### src/rtl/scale_div_pkg.sv
// Shared state encoding and default constants for the reciprocal-scale divider.
package scale_div_pkg;
    localparam int DATA_W    = 32;
    localparam int FRAC_BITS = 24;
    localparam int QMAX      = 127;
    localparam int NUM_CH    = 4;

    typedef enum logic [1:0] {IDLE, DIV, HOLD} state_t;
endpackage

### src/rtl/scale_div_core.sv
// Iterative restoring divider: loads on start, asserts done once the quotient is final.
// SCALE_DIV_RADIX4_EN retires two quotient bits per cycle instead of one.
module scale_div_core #(
    parameter int DATA_W = 32
) (
    input  logic              clk,
    input  logic              reset,
    input  logic              start,
    input  logic [DATA_W-1:0] divisor,
    input  logic [DATA_W-1:0] dividend,
    output logic              done,
    output logic [DATA_W-1:0] quotient
);
    import scale_div_pkg::*;

`ifdef SCALE_DIV_RADIX4_EN
    localparam int STEPS = DATA_W / 2;
`else
    localparam int STEPS = DATA_W;
`endif
    localparam int CNT_W = $clog2(DATA_W) + 1;
    localparam logic [CNT_W-1:0] LAST = CNT_W'(STEPS - 1);

    logic [DATA_W-1:0]   rem;
    logic [CNT_W-1:0]    cnt;
    logic                busy;
    logic [2*DATA_W-1:0] nxt;

    // One restoring step on {rem, quot}; the compare is DATA_W+1 wide so the
    // bit shifted out of rem still takes part.
    function automatic logic [2*DATA_W-1:0] step(input logic [2*DATA_W-1:0] rq,
                                                 input logic [DATA_W-1:0]   d);
        logic [DATA_W:0] r;
        logic            ge;
        r  = rq[2*DATA_W-1:DATA_W-1];
        ge = (r >= {1'b0, d});
        if (ge) r = r - {1'b0, d};
        return {r[DATA_W-1:0], rq[DATA_W-2:0], ge};
    endfunction

    always_comb begin
        nxt = step({rem, quotient}, divisor);
`ifdef SCALE_DIV_RADIX4_EN
        nxt = step(nxt, divisor);
`endif
    end

    always_ff @(posedge clk or posedge reset) begin
        if (reset) begin
            rem      <= '0;
            quotient <= '0;
            cnt      <= '0;
            busy     <= 1'b0;
            done     <= 1'b0;
        end else if (start) begin
            rem      <= '0;
            quotient <= dividend;
            cnt      <= '0;
            busy     <= 1'b1;
            done     <= 1'b0;
        end else if (busy) begin
            {rem, quotient} <= nxt;
            cnt             <= cnt + 1'b1;
            if (cnt == LAST) begin
                busy <= 1'b0;
                done <= 1'b1;
            end
        end
    end
endmodule

### src/rtl/scale_divider.sv
// Computes floor((QMAX << FRAC_BITS) / max_abs) per channel and caches it in a scale table.
// Optional macro SCALE_DIV_RADIX4_EN halves the divide latency (see scale_div_core).
module scale_divider #(
    parameter  int DATA_W    = scale_div_pkg::DATA_W,
    parameter  int FRAC_BITS = scale_div_pkg::FRAC_BITS,
    parameter  int QMAX      = scale_div_pkg::QMAX,
    parameter  int NUM_CH    = scale_div_pkg::NUM_CH,
    localparam int CH_W      = (NUM_CH > 1) ? $clog2(NUM_CH) : 1
) (
    input  logic              clk,
    input  logic              reset,
    input  logic              in_valid,
    output logic              in_ready,
    input  logic [DATA_W-1:0] in_max_abs,
    input  logic [CH_W-1:0]   in_ch,
    output logic              out_valid,
    input  logic              out_ready,
    output logic [DATA_W-1:0] out_scale,
    output logic [CH_W-1:0]   out_ch,
    output logic              out_zero,
    input  logic [CH_W-1:0]   rd_ch,
    output logic [DATA_W-1:0] rd_scale
);
    import scale_div_pkg::*;

    localparam logic [DATA_W-1:0] DIVIDEND = DATA_W'(QMAX) << FRAC_BITS;
    localparam logic [CH_W:0]     NUM_CH_V = (CH_W + 1)'(NUM_CH);

    state_t            state, state_nxt;
    logic [DATA_W-1:0] divisor;
    logic [CH_W-1:0]   ch;
    logic              accept, start, done;
    logic [DATA_W-1:0] quotient;
    logic [DATA_W-1:0] tbl [NUM_CH];

    assign accept = in_valid && in_ready;
    assign start  = accept && (in_max_abs != '0);

    scale_div_core #(.DATA_W(DATA_W)) u_core (
        .clk      (clk),
        .reset    (reset),
        .start    (start),
        .divisor  (divisor),
        .dividend (DIVIDEND),
        .done     (done),
        .quotient (quotient)
    );

    always_ff @(posedge clk or posedge reset) begin
        if (reset) state <= IDLE;
        else       state <= state_nxt;
    end

    always_comb begin
        state_nxt = state;
        case (state)
            IDLE:    if (accept) state_nxt = (in_max_abs == '0) ? HOLD : DIV;
            DIV:     if (done) state_nxt = HOLD;
            HOLD:    if (out_ready) state_nxt = IDLE;
            default: state_nxt = IDLE;
        endcase
    end

    always_comb begin
        in_ready  = (state == IDLE);
        out_valid = (state == HOLD);
    end

    // Result registers and table are written only on the HOLD-entry edge.
    always_ff @(posedge clk or posedge reset) begin
        if (reset) begin
            divisor   <= '0;
            ch        <= '0;
            out_scale <= '0;
            out_ch    <= '0;
            out_zero  <= 1'b0;
            for (int i = 0; i < NUM_CH; i++) tbl[i] <= '0;
        end else if (accept) begin
            divisor <= in_max_abs;
            ch      <= in_ch;
            if (in_max_abs == '0) begin
                out_scale <= '0;
                out_ch    <= in_ch;
                out_zero  <= 1'b1;
                if ({1'b0, in_ch} < NUM_CH_V) tbl[in_ch] <= '0;
            end
        end else if (state == DIV && done) begin
            out_scale <= quotient;
            out_ch    <= ch;
            out_zero  <= 1'b0;
            if ({1'b0, ch} < NUM_CH_V) tbl[ch] <= quotient;
        end
    end

    always_comb begin
        rd_scale = '0;
        if ({1'b0, rd_ch} < NUM_CH_V) rd_scale = tbl[rd_ch];
    end
endmodule

### config.mk
export PLATFORM = sky130hd
export DESIGN_NAME = scale_divider
export DESIGN_NICKNAME = d
export VERILOG_FILES = /design/src/rtl/scale_div_pkg.sv /design/src/rtl/scale_div_core.sv /design/src/rtl/scale_divider.sv
export SDC_FILE = /design/constraint.sdc
export NUM_CORES = 1
export LEC_CHECK = 0
export ABC_AREA = 1
export CORE_MARGIN = 3
export CORE_UTILIZATION = 50
export DETAILED_ROUTE_END_ITERATION = 10
export PLACE_DENSITY_LB_ADDON = 0.3
export SYNTH_ARGS = -nofsm -noshare
export SYNTH_HDL_FRONTEND = slang
export SYNTH_SLANG_ARGS = --single-unit
### constraint.sdc
create_clock -name clk -period 26.8 [get_ports clk]
set_clock_uncertainty 0.15 [all_clocks]
set_input_delay 5.36 -clock clk [delete_from_list [all_inputs] [get_ports clk]]
set_output_delay 5.36 -clock clk [all_outputs]
set_load 0.05 [all_outputs]
# Word level (Yosys, flattened, before mapping)
# Index checks and enable logic that the tools add are counted.
[totals]
ff_bits = 271
word_cells = 87
output_inout_bits = 69
in_bits = 40
[op_classes]
bitwise_logic = 5
n_addsub = 2
n_reduce_logical = 14
mux = 38
eq_ne = 7
magnitude_cmp = 6
[op_table]
columns = ["op", "n"]
rows = [
  ["two-way mux 128 bit", 3],
  ["two-way mux 32 bit", 12],
  ["AND 128 bit", 1],
  ["bitwise mux 128 bit", 1],
  ["demux 32 bit (select 2 bit)", 2],
  ["inverter 128 bit", 1],
  ["binary-select mux 32 bit (select 2 bit)", 1],
  [">= comparator 33 x 32 -> 1 bit", 1],
  ["logical NOT 32 bit", 1],
  ["nonzero test 32 bit", 1],
  ["subtractor 32 bit", 1],
  ["two-way mux 2 bit", 7],
  ["two-way mux 6 bit", 2],
  [">= comparator 3 bit, second input constant", 3],
  ["two-way mux 1 bit", 9],
  ["inverter 2 -> 3 bit", 3],
  ["!= test 2 x 1 -> 1 bit, second input constant", 4],
  ["adder 6 x 1 -> 6 bit, second input constant", 1],
  ["== test 6 x 5 -> 1 bit, second input constant", 1],
  ["< comparator 3 x 1 -> 1 bit, second input constant", 2],
  ["case mux 2 bit (3 select lines)", 1],
  ["nonzero test 2 bit", 3],
  ["logical AND 1 bit", 5],
  ["AND reduction 2 bit", 2],
  ["4 further kinds", 4],
]

# Longest topological paths before layout
# Gate-level depths: netlist (run 1).
[depth]
depth_word = 9
depth_mapped = 16

# Modules after synthesis
# From an unflattened synthesis (run 1), not the netlist that was laid out.
[unflattened]
cells_unflattened = 2355
hier_area_um2 = 16378.2
[by_module_without_submodules]
columns = ["module", "cells_per_inst", "area_each_um2", "seq_area_each_um2", "n_inst"]
rows = [
  ["scale_divider", 1378, 10271.1, 4979.8, 1],
  ["scale_div_core", 977, 6107.1, 1801.7, 1],
]

# Least setup slack after synthesis (run 1)
# OpenSTA, ideal clock, no wires.
[synth_path]
path_type = "input to output"
startpoint = "input port rd_ch[0]"
endpoint = "output port rd_scale[10]"
setup_slack_ns = 14.564
required_ns = 21.290
path_buffers = 2
t_arrival_ns = 6.726
stages = 4
cell_sequence = "clkbuf_1 clkbuf_1 nor2_1 o22ai_1"
[synth_between]
elab_chain_cells = 4
[synth_lines]
columns = ["element", "line", "rtl"]
rows = [
  ["from (decl)", "scale_divider.sv:21", "input logic [CH_W-1:0] rd_ch,"],
  ["inverter 2 -> 3 bit (not written as such)", "scale_divider.sv:97", "if ({1'b0, rd_ch} < NUM_CH_V) rd_scale = tbl[rd_ch];"],
  ["binary-select mux 32 bit (select 2 bit)", "scale_divider.sv:97", ""],
  ["two-way mux 32 bit (not written as such) (2 in series)", "scale_divider.sv:97", ""],
  ["to (decl)", "scale_divider.sv:22", "output logic [DATA_W-1:0] rd_scale"],
]
# No other way between the ends. The select of a mux whose other input is x is not followed.

# Worst setup path in the final report (run 1)
[layout_path]
startpoint = "input port rd_ch[0]"
endpoint = "output port rd_scale[28]"
# Same word-level chain as after synthesis.

==> metrics, run 1 <==
outcome complete, no violations; crit path buf inv count 5; setup violators final 0; syn avg cell area 7.705 um^2; CTS tree yes; initial antenna violation count 2; post-CTS resize count 0; WL final 38,090 um; Clock power frac 18.6%; final worst path period share 51.55%; Sw Pwr 1.066 mW; hold_ws 0.3199 ns; antenna-violating nets left 0; most common cell after layout, fill and taps aside nand2_1; Critical Path Sink Type output pin; Die W 174.3 um; setup TNS 0 ns; Max-slew headroom 18.18%; Seq cells post-synth 271; warnings from Yosys 0; maxcap violations 0; Flop pwr share 28.5%; synthesis-to-finish area growth 16.01%; largest net degree at the start of global routing 139; # rows 60; Power Dens Cells 138.9 nW/um^2; Top-Level Pins 109; worst skew pair latency 0.57 ns; core footprint 27,400 um^2; Slew Limit Fails 0; die area 30,380 um^2; slowest stage delay, CP 0.77 ns; Max Clock Freq 72.39 MHz; Final Critical Period 13.82 ns; Top Family by Delay on Critical Path buffers and inverters; post-DR wirelength/cell 16.55 um; first-pass GRT wire length 62,840 um; Synth cell types 38; Cells after Synth 1,838; gpl congestion 0.9256; synthesized cell area 14,160 um^2; Data required, critical path 21.29 ns; CP startpoint kind input port; Max Root-Sink Buffers 3; drt drc 0; combinational share of power 52.9%; fraction of layout cells with a size suffix above 1 6.068%; Worst EP arrival 8.31 ns; clock sink total 271; CP max-delay cell clkinv_1; Internal 1.216 mW; switching share of power 46.71%; TritonCTS Buffers 30; Worst-Margin Slew 1.226 ns; Layout fillers 2,437; Max H-tree Level 1; Via density 5.405; Fin. Hold Viols 0; Post-CTS Hold Fix Bufs 0; initial drt markers 974; Synth Net Count 1,912; port bufs 108; Finished Core Util 59.96%; die extent in y 174.3 um; most frequent cells in the layout nand2_1, dfrtp_1, o21ai_0; Hold Crit Class flop to flop; Reg clk slew, reported paths 0.06 ns; leakage 8.121 nW; gr usage total 25.00%; Max VDD drop 81.22 uV; most frequent cell on the critical path buf_4; DR vias 12.44k; post-synthesis sequential area ratio 47.88%; critical path, cell by cell buf_2 -> buf_4 -> clkinv_1 -> buf_4 -> o21ai_0 -> o22ai_1 -> clkdlybuf4s50_1; total grt overflow 0; Starting Density 51.68%; # Post-CTS Setup Buffers 0; CP Class input port to output pin; DPL Wire Length 25,880 um; Crit Path Max Fanout 65; Pwr Total 2.282 mW; Layout Nets 1,979; vias in the first global route 12.03k; RSZ-0062 raised after global routing false; drt first pass iters 5; Root Buffer clkbuf_16
[state kept, by name (all words and copies together), names as in the netlist]
register,flops
tbl,128
divisor,32
out_scale,32
u_core.quotient,32
u_core.rem,32
u_core.cnt,6
ch,2
out_ch,2
state,2
out_zero,1
u_core.busy,1
u_core.done,1
[worst reg2reg max path, stage by stage (launching register included)]
cell	delay (ns)
dfrtp_1	0.43
nor2_2	0.21
inv_2	0.09
nor2_8	0.60
inv_2	0.53
nor2_1	0.25
a21oi_2	0.06
nand2_2	0.50
inv_2	0.08
nand2_2	0.58
nand2_1	0.15
o21ai_1	0.12
[cell type report]
cell class / count / area (um^2) / share of cell area (%)
multi-input cells: 1275 / 6198 / 37.73
well taps: 372 / 465.4 / 2.833
flip-flops and latches: 271 / 6782 / 41.28
diodes: 1 / 2.502 / 0.01523
clock buffers: 41 / 882.1 / 5.369
inverters: 211 / 799.5 / 4.866
clock inverters: 14 / 163.9 / 0.9976
repair buffers: 116 / 1136 / 6.915
[cells by family after synthesis]
family          count (synthesis)  share of synthesized area (%)
flops                         271                          47.88
compound gates                343                          12.91
simple gates                  881                          26.75
fa+ha+maj                      34                          3.057
xor+xnor                       17                          1.051
buf+inv                       292                          8.349
[synth_stat cells]
cell type | instances | area [um^2]
nand3_1 | 103 | 515.5
nand2_4 | 3 | 33.78
buf_2 | 18 | 90.09
nor2_8 | 2 | 40.04
nand2_1 | 551 | 2068
dfrtp_1 | 271 | 6782
a21oi_1 | 12 | 60.06
clkinv_1 | 1 | 3.750
o21ai_2 | 1 | 8.760
buf_4 | 1 | 7.510
o22ai_1 | 56 | 350.3
o21ai_1 | 46 | 230.2
o31ai_1 | 1 | 7.510
a21oi_2 | 3 | 26.28
a22o_1 | 1 | 8.760
nand3b_1 | 28 | 210.2
clkbuf_1 | 47 | 176.4
or2_2 | 1 | 6.260
nor3_1 | 6 | 30.03
a22oi_1 | 7 | 52.55
inv_2 | 7 | 26.28
nor3_2 | 1 | 10.01
nand2_2 | 16 | 100.1
nor2_2 | 10 | 62.56
xnor2_1 | 13 | 113.9
buf_1 | 7 | 26.28
nor2_1 | 134 | 503.0
fa_1 | 1 | 20.02
nand3_2 | 3 | 30.03
o21bai_1 | 1 | 7.510
buf_6 | 8 | 90.09
nor2_4 | 7 | 78.83
xor2_1 | 4 | 35.03
and2_1 | 6 | 37.54
o21ai_0 | 215 | 1076
inv_1 | 203 | 762.0
nand4_1 | 10 | 62.56
ha_1 | 33 | 412.9
[final timing paths]
| check | from | end | slack, ns | cells after the start |
|---|---|---|---|---|
| worst min register to register | out_scale[4]$_DFFE_PP0P_ | out_scale[4]$_DFFE_PP0P_ | 0.32 | 2 |
| worst min-delay path | out_scale[4]$_DFFE_PP0P_ | out_scale[4]$_DFFE_PP0P_ | 0.32 | 2 |
| min in group asynchronous | reset | divisor[4]$_DFFE_PP0P_ | 5.25 | 2 |
| max in group asynchronous | reset | tbl[7]$_DFFE_PP0P_ | 19.65 | 3 |
| worst max-delay path | rd_ch[0] | rd_scale[28] | 12.99 | 7 |
| worst max register to register | state[0]$_DFFE_PP0P_ | tbl[93]$_DFFE_PP0P_ | 22.96 | 11 |
[power by group through the flow]
stage	sequential (mW)	clock, mW	combinational [mW]
after CTS	0.647	0.430	1.21
final	0.650	0.424	1.21
after floorplan	0.698	0	0.853
after detailed placement	0.652	0	1.20
after global placement	0.648	0	1.18
after global routing	0.665	0.449	1.37
[per-layer routing]
layer,GRT usage (%),vias up,share of wire (%)
met5,0,-,0.034
met1,35.15,5961,46
met3,3.801,63,5.7
li1,-,6044,-
met2,40.70,366,46
met4,6.669,2,2.3
[per-stage QoR]
stage	instances	instance area, um^2	worst slack (ns)
4_1_cts	2300	16430	13.06
2_1_floorplan	1838	14160	13.82
3_3_place_gp	2245	15380	13.17
3_5_place_dp	2245	15380	13.05
5_1_grt	2301	16430	12.75
6_report	2301	16430	12.99
(Power assumes the default switching activity.)
==> run 2, diff against run 1 <==
- clock period: 26.8 -> 13.2 ns (I/O delays scaled with it)
==> run 2 against run 1 <==
Worst setup slack worse by 8.1 ns. Largest power group unchanged. Sequential share of layout area is essentially flat. Worst hold slack worse by 0.0013 ns. Sequential cell count unchanged. Clock-buffer cell count fell by 1. Die area is the same. Clock power increased by 110%. Design area is essentially flat.
==> metrics, run 2 (synthesis results as in run 1) <==
Max VDD drop 163.2 uV; min-delay src out_scale[11]$_DFFE_PP0P_; DR vias 12.43k; DPL Wire Length 25,990 um; maxcap violations 0; fraction of layout cells with a size suffix above 1 5.610%; Worst EP arrival 5.55 ns; Crit Path Max Fanout 65; die area 30,380 um^2; setup TNS 0 ns; total grt overflow 0; clock sink total 271; Post-CTS Hold Fix Bufs 0; drt first pass iters 5; Layout Nets 1,977; drt drc 0; max reg flops 128; CP startpoint kind input port; # Post-CTS Setup Buffers 0; final worst path period share 63.21%; Finished Core Util 59.90%; die extent in y 174.3 um; Starting Density 51.68%; Internal 2.493 mW; worst skew pair latency 0.56 ns; Flop pwr share 28.4%; Max-slew headroom 20.05%; initial antenna violation count 1; vias in the first global route 12.05k; outcome complete, no violations; Via density 5.410; worst r2r src state[0]$_DFFE_PP0P_; Top-Level Pins 109; most common cell after layout, fill and taps aside nand2_1; first-pass GRT wire length 62,490 um; Critical Path Sink Type output pin; Clock power frac 18.8%; WL final 37,700 um; synthesis-to-finish area growth 15.90%; Biggest register tbl; Worst-Margin Slew 1.198 ns; Final Critical Period 8.344 ns; Root Buffer clkbuf_16; core footprint 27,400 um^2; Max Clock Freq 119.8 MHz; post-DR wirelength/cell 16.41 um; CTS tree yes; Max H-tree Level 1; Die W 174.3 um; gpl congestion 0.9301; post-CTS resize count 0; Max Root-Sink Buffers 3; Slew Limit Fails 0; Fin. Hold Viols 0; CP Class input port to output pin; hold depth 2; Data required, critical path 10.41 ns; initial drt markers 1,170; port bufs 108; leakage 8.107 nW; most frequent cells in the layout nand2_1, dfrtp_1, o21ai_0; setup violators final 0; switching share of power 46.28%; TritonCTS Buffers 28; gr usage total 24.82%; Worst Setup SP rd_ch[0]; RSZ-0062 raised after global routing false; largest net degree at the start of global routing 126; R2R cell count 11; combinational share of power 52.8%; Hold Crit Class flop to flop; antenna-violating nets left 0; Reg clk slew, reported paths 0.06 ns; Power Dens Cells 282.7 nW/um^2; Sw Pwr 2.147 mW; # rows 60
## run 2: cell types whose count changed in the layout (fill, tap and decap cells not counted), sizes merged
cell and change:
clkinv -2, bufinv +4, clkinvlp -2, inv -2, clkbuf -1
## run 2: power by group through the flow
| stage | clock (mW) | combinational, mW | sequential, mW |
|---|---|---|---|
| floorplan | 0 | 1.73 | 1.42 |
| CTS | 0.886 | 2.45 | 1.31 |
| finish | 0.873 | 2.45 | 1.32 |
| global route | 0.922 | 2.78 | 1.35 |
| global placement | 0 | 2.39 | 1.32 |
| detailed placement | 0 | 2.44 | 1.32 |
## run 2: final cells by class
| type | instances | area, um^2 |
|---|---|---|
| Clock inverter | 12 | 245.2 |
| Antenna cell | 1 | 2.502 |
| Fill cell | 2468 | 10990 |
| Sequential cell | 271 | 6782 |
| Tap cell | 372 | 465.4 |
| Clock buffer | 40 | 785.8 |
| Multi-Input combinational cell | 1275 | 6198 |
| Inverter | 211 | 799.5 |
| Timing Repair Buffer | 116 | 1136 |
## run 2: path summary, 6_finish.rpt
kind,to,slack [ns]
max,rd_scale[25],4.86
min,out_scale[11]$_DFFE_PP0P_,0.32
max reg2reg,tbl[94]$_DFFE_PP0P_,9.44
min reg2reg,out_scale[11]$_DFFE_PP0P_,0.32
max in group asynchronous,out_scale[11]$_DFFE_PP0P_,8.00
min in group asynchronous,divisor[4]$_DFFE_PP0P_,2.43
## run 2: layer usage
layer | wire length, um | up-vias | global-route usage (%)
li1 | - | 6038 | -
met1 | 17110 | 5938 | 35.37
met2 | 17430 | 405 | 40.10
met3 | 2493 | 52 | 3.757
met4 | 672 | 0 | 6.166
met5 | 0 | - | 0
## run 2: critical path: stages
cell and delay [ns]:
buf_2 0.07, buf_4 0.52, clkinv_1 0.78, buf_4 0.48, o21ai_0 0.19, o22ai_1 0.11, clkdlybuf4s50_1 0.72
## run 2: per-stage QoR
stage | instances | area [um^2] | hold slack [ns] | worst slack, ns | total power [mW]
finish | 2298 | 16410 | 0.3187 | 4.856 | 4.640
floorplan | 1838 | 14160 | 0.2979 | 2.943 | 3.148
global placement | 2245 | 15380 | 0.3028 | 5.004 | 3.704
global route | 2298 | 16410 | 0.3370 | 4.651 | 5.046
detailed placement | 2245 | 15380 | 0.3092 | 4.915 | 3.762
CTS | 2297 | 16410 | 0.3228 | 4.925 | 4.651
==> run 3, diff against run 2 <==
- clock period: 13.2 -> 8.3 ns (I/O delays scaled with it)
==> run 3 against run 2 <==
Combinational power is 59% higher. Register-to-register slack worse by 5.0 ns. Worst setup slack worse by 2.8 ns. Non-clock buffer count is 3 higher. Highest routed layer unchanged.
==> metrics, run 3 (synthesis results as in run 1) <==
Fin. Hold Viols 0; setup TNS 0 ns; Power Dens Cells 444.4 nW/um^2; most common cell after layout, fill and taps aside nand2_1; antenna-violating nets left 0; Final Critical Period 6.234 ns; gr usage total 24.58%; Root Buffer clkbuf_16; clock sink total 271; drt drc 0; min-delay src out_scale[17]$_DFFE_PP0P_; post-DR wirelength/cell 16.22 um; Crit Path Max Fanout 33; total grt overflow 0; synthesis-to-finish area growth 15.40%; Post-CTS Hold Fix Bufs 0; Hold Crit Class flop to flop; R2R cell count 11; largest net degree at the start of global routing 218; CTS tree yes; gpl congestion 0.9575; post-CTS resize count 0; Max H-tree Level 1; Data required, critical path 6.49 ns; Max Clock Freq 160.4 MHz; setup violators final 0; initial antenna violation count 1; maxcap violations 0; die extent in y 174.3 um; hold_ws 0.3201 ns; Reg clk slew, reported paths 0.06 ns; WL final 37,300 um; fraction of layout cells with a size suffix above 1 5.656%; max reg flops 128; final std cells w/o fill 2,300; DPL Wire Length 25,660 um; Biggest register tbl; CP startpoint kind input port; RSZ-0062 raised after global routing false; # rows 60; outcome complete, no violations; port bufs 108; Worst-Margin Slew 1.181 ns; CP Class input port to output pin; hold depth 2; drt first pass iters 6; Critical Path Sink Type output pin; terminus of the critical flop-to-flop path tbl[87]$_DFFE_PP0P_; Via density 5.427; fin area 16,340 um^2; Slew Limit Fails 0; vias in the first global route 12.21k; # Post-CTS Setup Buffers 0; Max VDD drop 226.6 uV; most frequent cells in the layout nand2_1, dfrtp_1, o21ai_0; die area 30,380 um^2; initial drt markers 1,272; Die W 174.3 um; Worst EP arrival 4.42 ns; Max Root-Sink Buffers 3; final worst path period share 75.10%; Hold Path End out_scale[17]$_DFFE_PP0P_; leakage 8.075 nW; first-pass GRT wire length 62,310 um; worst r2r src state[0]$_DFFE_PP0P_; TritonCTS Buffers 28; Max-slew headroom 21.25%; dpl cells 2,248; R2R setup slack 4.44 ns; DR vias 12.48k; worst skew pair latency 0.56 ns; Top-Level Pins 109; Layout Nets 1,980; Finished Core Util 59.64%; DP Area 15,410 um^2; core footprint 27,400 um^2; Starting Density 51.68%
run 3: per-layer routing:
layer | wire, um | vias to the layer above | GRT usage [%]
met5 | 0 | - | 0
met4 | 807 | 0 | 6.166
met3 | 2099 | 58 | 3.058
met2 | 17490 | 361 | 40.87
met1 | 16900 | 6016 | 34.44
li1 | - | 6047 | -
run 3: area by class of cell:
cell class              instances  area (um^2)
diodes                          1        2.502
clock buffers                  39        762.0
clock inverters                12        166.4
fillers                      2462        11060
inverters                     211        795.8
multi-input cells            1275         6198
flip-flops and latches        271         6782
well taps                     372        465.4
repair buffers                119         1171
run 3: worst max-delay path by stage:
stage / startpoint / end / slack (ns) / cells after the start
floorplan: reset / ch[0]$_DFFE_PP0P_ / 2.91 / 1
global placement: rd_ch[1] / rd_scale[2] / 2.20 / 6
detailed placement: rd_ch[1] / rd_scale[6] / 2.10 / 6
CTS: rd_ch[1] / rd_scale[26] / 2.10 / 6
global route: rd_ch[1] / rd_scale[21] / 1.89 / 6
finish: rd_ch[1] / rd_scale[9] / 2.07 / 6
run 3: critical path, cell delays in order:
cell	delay (ns)
clkdlybuf4s50_1	0.40
buf_4	0.24
inv_1	0.83
o21ai_0	0.21
o22ai_1	0.20
clkdlybuf4s50_1	0.84
run 3: through the flow:
step,total power [mW],setup slack (ns)
floorplan,5.007,2.909
CTS,7.272,2.098
global route,7.880,1.890
global placement,5.886,2.204
finish,7.264,2.066
detailed placement,5.983,2.103
run 3: where the power goes:
group | internal (mW) | switching, mW | leakage (nW) | total, mW
combinational | 1.31 | 2.59 | 4.08 | 3.89
sequential | 1.82 | 0.293 | 3.55 | 2.11
clock | 0.738 | 0.524 | 0.452 | 1.26
total | 3.86 | 3.40 | 8.07 | 7.26
